--- config.mk ---
export PLATFORM = sky130hd
export DESIGN_NAME = program_counter
export DESIGN_NICKNAME = d
export VERILOG_FILES = /design/src/rtl/program_counter.sv
export SDC_FILE = /design/constraint.sdc
export NUM_CORES = 1
export LEC_CHECK = 0
export ABC_AREA = 0
export BUFFER_PORTS_ARGS = -buffer_cell sky130_fd_sc_hd__buf_2
export CORE_MARGIN = 10
export CORE_UTILIZATION = 39
export DETAILED_ROUTE_END_ITERATION = 10
export PLACE_DENSITY = 0.75
export REMOVE_ABC_BUFFERS = 1
export SLEW_MARGIN = 20
export SYNTH_ARGS = -nofsm -noshare
export SYNTH_HDL_FRONTEND = slang
export SYNTH_SLANG_ARGS = --single-unit
--- constraint.sdc ---
create_clock -name clock -period 1.9 [get_ports clock]
set_clock_uncertainty 0.1 [all_clocks]
set_input_delay 0.38 -clock clock [delete_from_list [all_inputs] [get_ports clock]]
set_output_delay 0.38 -clock clock [all_outputs]
set_load 0.01 [all_outputs]
--- src/rtl/program_counter.sv ---
// program_counter
//   Holds the current instruction address. A new address is loaded on the
//   rising clock edge when pc_write_en is high. The alignment bits of the
//   loaded address are forced to zero. A separate flag records whether
//   those dropped bits were nonzero.
//
// Ports
//   clock        : single clock, all state changes on its rising edge
//   reset_n      : asynchronous active-low reset; deassertion is synchronized
//                  outside this block
//   pc_in_addr   : next PC value, sampled on the rising edge
//   pc_write_en  : load enable; 0 stalls the PC and the misaligned flag
//   pc_out_addr  : current PC, driven straight from the register
//   pc_plus4     : pc_out_addr + 4 modulo 2^WIDTH, combinational
//   misaligned   : registered; the last loaded address had nonzero alignment bits
module program_counter #(
  parameter int unsigned            WIDTH      = 32,
  parameter logic [WIDTH-1:0]       RESET_ADDR = 32'h0000_0000,
  parameter int unsigned            ALIGN_BITS = 2
) (
  input  logic             clock,
  input  logic             reset_n,
  input  logic [WIDTH-1:0] pc_in_addr,
  input  logic             pc_write_en,
  output logic [WIDTH-1:0] pc_out_addr,
  output logic [WIDTH-1:0] pc_plus4,
  output logic             misaligned
);

  // Using a mask instead of a part-select keeps ALIGN_BITS = 0 legal.
  localparam logic [WIDTH-1:0] ALIGN_MASK = {WIDTH{1'b1}} << ALIGN_BITS;
  localparam logic [WIDTH-1:0] PC_STEP    = WIDTH'(4);

  logic [WIDTH-1:0] pc_q, pc_d;
  logic             misaligned_q, misaligned_d;

  always_comb begin
    pc_d         = pc_q;
    misaligned_d = misaligned_q;
    if (pc_write_en) begin
      pc_d         = pc_in_addr & ALIGN_MASK;
      misaligned_d = |(pc_in_addr & ~ALIGN_MASK);
    end
  end

  always_ff @(posedge clock or negedge reset_n) begin
    if (!reset_n) begin
      pc_q         <= RESET_ADDR;
      misaligned_q <= 1'b0;
    end else begin
      pc_q         <= pc_d;
      misaligned_q <= misaligned_d;
    end
  end

  assign pc_out_addr = pc_q;
  // The adder has no carry out, so the top address wraps around to zero.
  assign pc_plus4    = pc_q + PC_STEP;
  assign misaligned  = misaligned_q;

endmodule

==> results.md <==
• 70.4% — ratio of cells with drive above 1 in the final layout
• ha_2 > nand3_4 > nor4_4 > buf_4 > nand4_1 > xnor2_1 > buf_2 — sequence of cells on the critical path
• 5520 um — DRT Wirelength
• 2890 sq um — post-route standard cell area excluding fillers
• 0 — DRC errors left
• 686 ps — transition time of the tightest slew-check pin
• 0 — Final Hold Fails
• 95 — number of buffer cells added on primary ports
• multiplexers — main combinational cell family by area after synthesis
• register to output pin — kind of critical path
• 5 — CTS buffer count
• 0 — number of synthesized flops with an enable pin
• 86.8 um — floorplan die height
• 5 — Max FO, Critical Path
• 2 — count of buffering cells on the critical path with inverters included
• 1,670 — via count
• 0 — number of warnings reported in the yosys synthesis log
• setup timing — failing checks
• 58 — DRC violation total after the first TritonRoute iteration
• 15.9 um — Avg WL per Cell
• output pin — sort of element at the end of the critical path
• 280 ps — worst-skew pair later-pin latency
• 0 — post-route antenna net violation count
• 4320 sq um — core area
• 11.4 sq um — synthesized area divided by synthesized cell count
• 24 — row count
• 153 — cells after synthesis
• 66.8% — share of the core filled with cells
• 34 — pin count of the biggest net entering global routing
• 1.88 mW — total power draw
• sky130_fd_sc_hd__dfrtp_1 — cell with the most instances after synthesis
• 0.459 mV — maximum vdd ir drop
• 0 — aggregate global routing overflow
• -364 ps — crit path setup slack, layout
• 18.8% — multiplexer share of the synthesized area
• 100 — IO Pins
• 14.0% — global router's overall resource usage
• 66.1% — post-synthesis to final-layout area growth
• 4 — number of iterations in the first detailed-routing pass
• 8560 um — wire length of the first global-routing pass
• sky130_fd_sc_hd__clkbuf_8 — root buffer cell
• 651 nW/um^2 — Pwr per Cell Area
• 1780 ps — Data arrival, critical path
• 372 — Filler Cells Inserted
• 26 — final setup violation count
• 41.8 ps — Final Hold Slack
• 2 — count of H-tree levels built during CTS
• 2260 ps — crit path time final
• 1740 sq um — area of the mapped netlist
• 31 — number of clock sinks seen by CTS
• 86.8 um — die width
• 44.6% — Seq/Total Area, Yosys
• 2 — Max Buffers Root-to-Sink
• 14.1% — synthesized-area fraction occupied by xor and xnor cells
• 0.762 — final weighted congestion in routability-driven placement
• finished with violations — status
• 0 — Max-Cap Viols
• 442 MHz — maximum operating frequency
• 100% — async set-or-reset flop fraction in the synthesized netlist
• -149 ps — pre-CTS setup slack
• sky130_fd_sc_hd__dfrtp_1 (31), sky130_fd_sc_hd__mux2_2 (29), sky130_fd_sc_hd__xnor2_1 (20), sky130_fd_sc_hd__nand3_1 (12), sky130_fd_sc_hd__nand2_1 (9) — Commonest cells post-synth
• register — startpoint class of the critical path
• yes — TritonCTS clock tree
• 4.83 — via/cell ratio
• 31 — Yosys reg bits
• 23 — library cells used by synthesis
• 0 — total of hold buffers inserted after clock tree synthesis
• simple AND/OR/NAND/NOR gates — Top delay family on crit path
• 331 — Net count, final
• 40.2% — effective utilization at floorplan
• 2480 sq um — Post-DP Area
• 380 ps — critical path's largest stage delay
• 0.576% — fraction of the mapped netlist area in compound gates
• 119% — post-route fraction of the period consumed by the critical path
• 1420 ps — CP required
• 60 ps — clock slew at reported path FFs
• 0 — Pins Over Slew Limit
• 1,807 — via count of the first global-routing pass
• 54.3% — Relative slew margins
• 0 — antenna violations before repair
• 0 — diode count
• sky130_fd_sc_hd__dfrtp_1 — Slowest-stage cell, CP
• 1.42 nW — standby leakage power
• input port to async pin — classification of the worst-slack hold path
• yes — setup repair after global routing missed its margin
• sky130_fd_sc_hd__dfrtp_1 — Synth Flop Type
• 4120 um — placed wire-length estimate after detailed placement
• 0.720% — fraction of the mapped netlist area in adder cells
• 44.6% — area share of the leading cell type in the synthesized netlist
• sky130_fd_sc_hd__dfrtp_1 — dominant cell type by area after synthesis
• 7530 sq um — total die area
• 17.7% — area share of and/or/nand/nor cells after synthesis
• sky130_fd_sc_hd__dfrtp_1 (45%), sky130_fd_sc_hd__mux2_2 (19%), sky130_fd_sc_hd__xnor2_1 (10%) — top post-synthesis cells by area
## cell usage in the layout, fill, tap and decap left out, types with 2 or more instances in the layout
cell	count
sky130_fd_sc_hd__mux2_2	29
sky130_fd_sc_hd__inv_1	2
sky130_fd_sc_hd__conb_1	4
sky130_fd_sc_hd__nand3_1	4
sky130_fd_sc_hd__buf_4	40
sky130_fd_sc_hd__dfrtp_1	29
sky130_fd_sc_hd__and3_1	3
sky130_fd_sc_hd__buf_6	5
sky130_fd_sc_hd__xnor2_2	7
sky130_fd_sc_hd__nor4_4	2
sky130_fd_sc_hd__and4_1	2
sky130_fd_sc_hd__nand3_4	5
sky130_fd_sc_hd__xnor2_1	13
sky130_fd_sc_hd__buf_2	95
sky130_fd_sc_hd__nor2_1	3
sky130_fd_sc_hd__nand3_2	4
sky130_fd_sc_hd__dfrtp_2	2
sky130_fd_sc_hd__nand2_1	6
sky130_fd_sc_hd__xor2_1	8
sky130_fd_sc_hd__nor2_4	4
sky130_fd_sc_hd__clkbuf_8	5
sky130_fd_sc_hd__nand4_1	7
sky130_fd_sc_hd__nand2_2	2
## routing by layer
| layer | vias up | global-route usage, % | wire [um] |
|---|---|---|---|
| li1 | 806 | - | - |
| met1 | 791 | 13.9 | 2030 |
| met2 | 64 | 24.6 | 2850 |
| met3 | 9 | 7.13 | 537 |
| met4 | 0 | 4.57 | 97 |
| met5 | - | 0 | 0 |
## path summary, 6_finish.rpt
path | depth (start not counted) | end | slack [ps] | from
worst min-delay path | 1 | pc_out_addr[18]$_DFFE_PN0P_ | 40 | reset_n
worst max-delay path | 7 | pc_plus4[24] | -360 | pc_out_addr[2]$_DFFE_PN0P_
min in group clock | 2 | pc_out_addr[17]$_DFFE_PN0P_ | 230 | pc_in_addr[17]
worst min register to register | 2 | misaligned$_DFFE_PN0P_ | 430 | misaligned$_DFFE_PN0P_
max in group asynchronous | 1 | pc_out_addr[11]$_DFFE_PN0P_ | 1180 | reset_n
worst max register to register | 3 | pc_out_addr[6]$_DFFE_PN0P_ | 720 | pc_out_addr[6]$_DFFE_PN0P_
## registers in the layout, indices dropped and copies added (netlist names)
signal / count
pc_out_addr: 30
misaligned: 1
## cells by family (layout without fill, tap and decap cells)
kind of cell / count (synthesis) / after routing
compound gates: 2 / 2
xor+xnor: 28 / 28
fa+ha+maj: 1 / 1
buf+inv: 11 / 149
flops: 31 / 31
mux: 29 / 29
other cells: 1 / 4
simple gates: 50 / 50
## power by group
group / switching [mW] / internal [mW]
Sequential: 0.0668 / 0.727
Combinational: 0.305 / 0.320
Clock: 0.216 / 0.243
Total: 0.588 / 1.29
## metrics by stage
step           cells  setup TNS [ps]
4_1_cts          336           -6270
5_1_grt          346           -9110
2_1_floorplan    147           -1330
3_5_place_dp     324           -1180
6_report         346           -6500
3_3_place_gp     324            -490
## cell type report
class	instances	area [sq um]	area share, %
clock buffer	6	72.6	2.51
inverter	2	7.51	0.260
sequential	31	778	27.0
tap	52	65.1	2.25
timing repair buffer	141	852	29.5
multi-input combinational	114	1110	38.5
## timing repair
action                                  4_1_cts  5_1_grt
pin swaps                                    12       16
resized for setup                            21       23
endpoints found under the hold margin         0        0
setup buffers                                 6       10
endpoints found under the setup margin       26       26
## worst register-to-register path, delay by kind of cell (launching register included)
family,cells,cell delay [ps]
DFF,1,420
buffers and inverters,2,290
muxes,1,250
No activity file was read; power rests on OpenSTA's default activity.
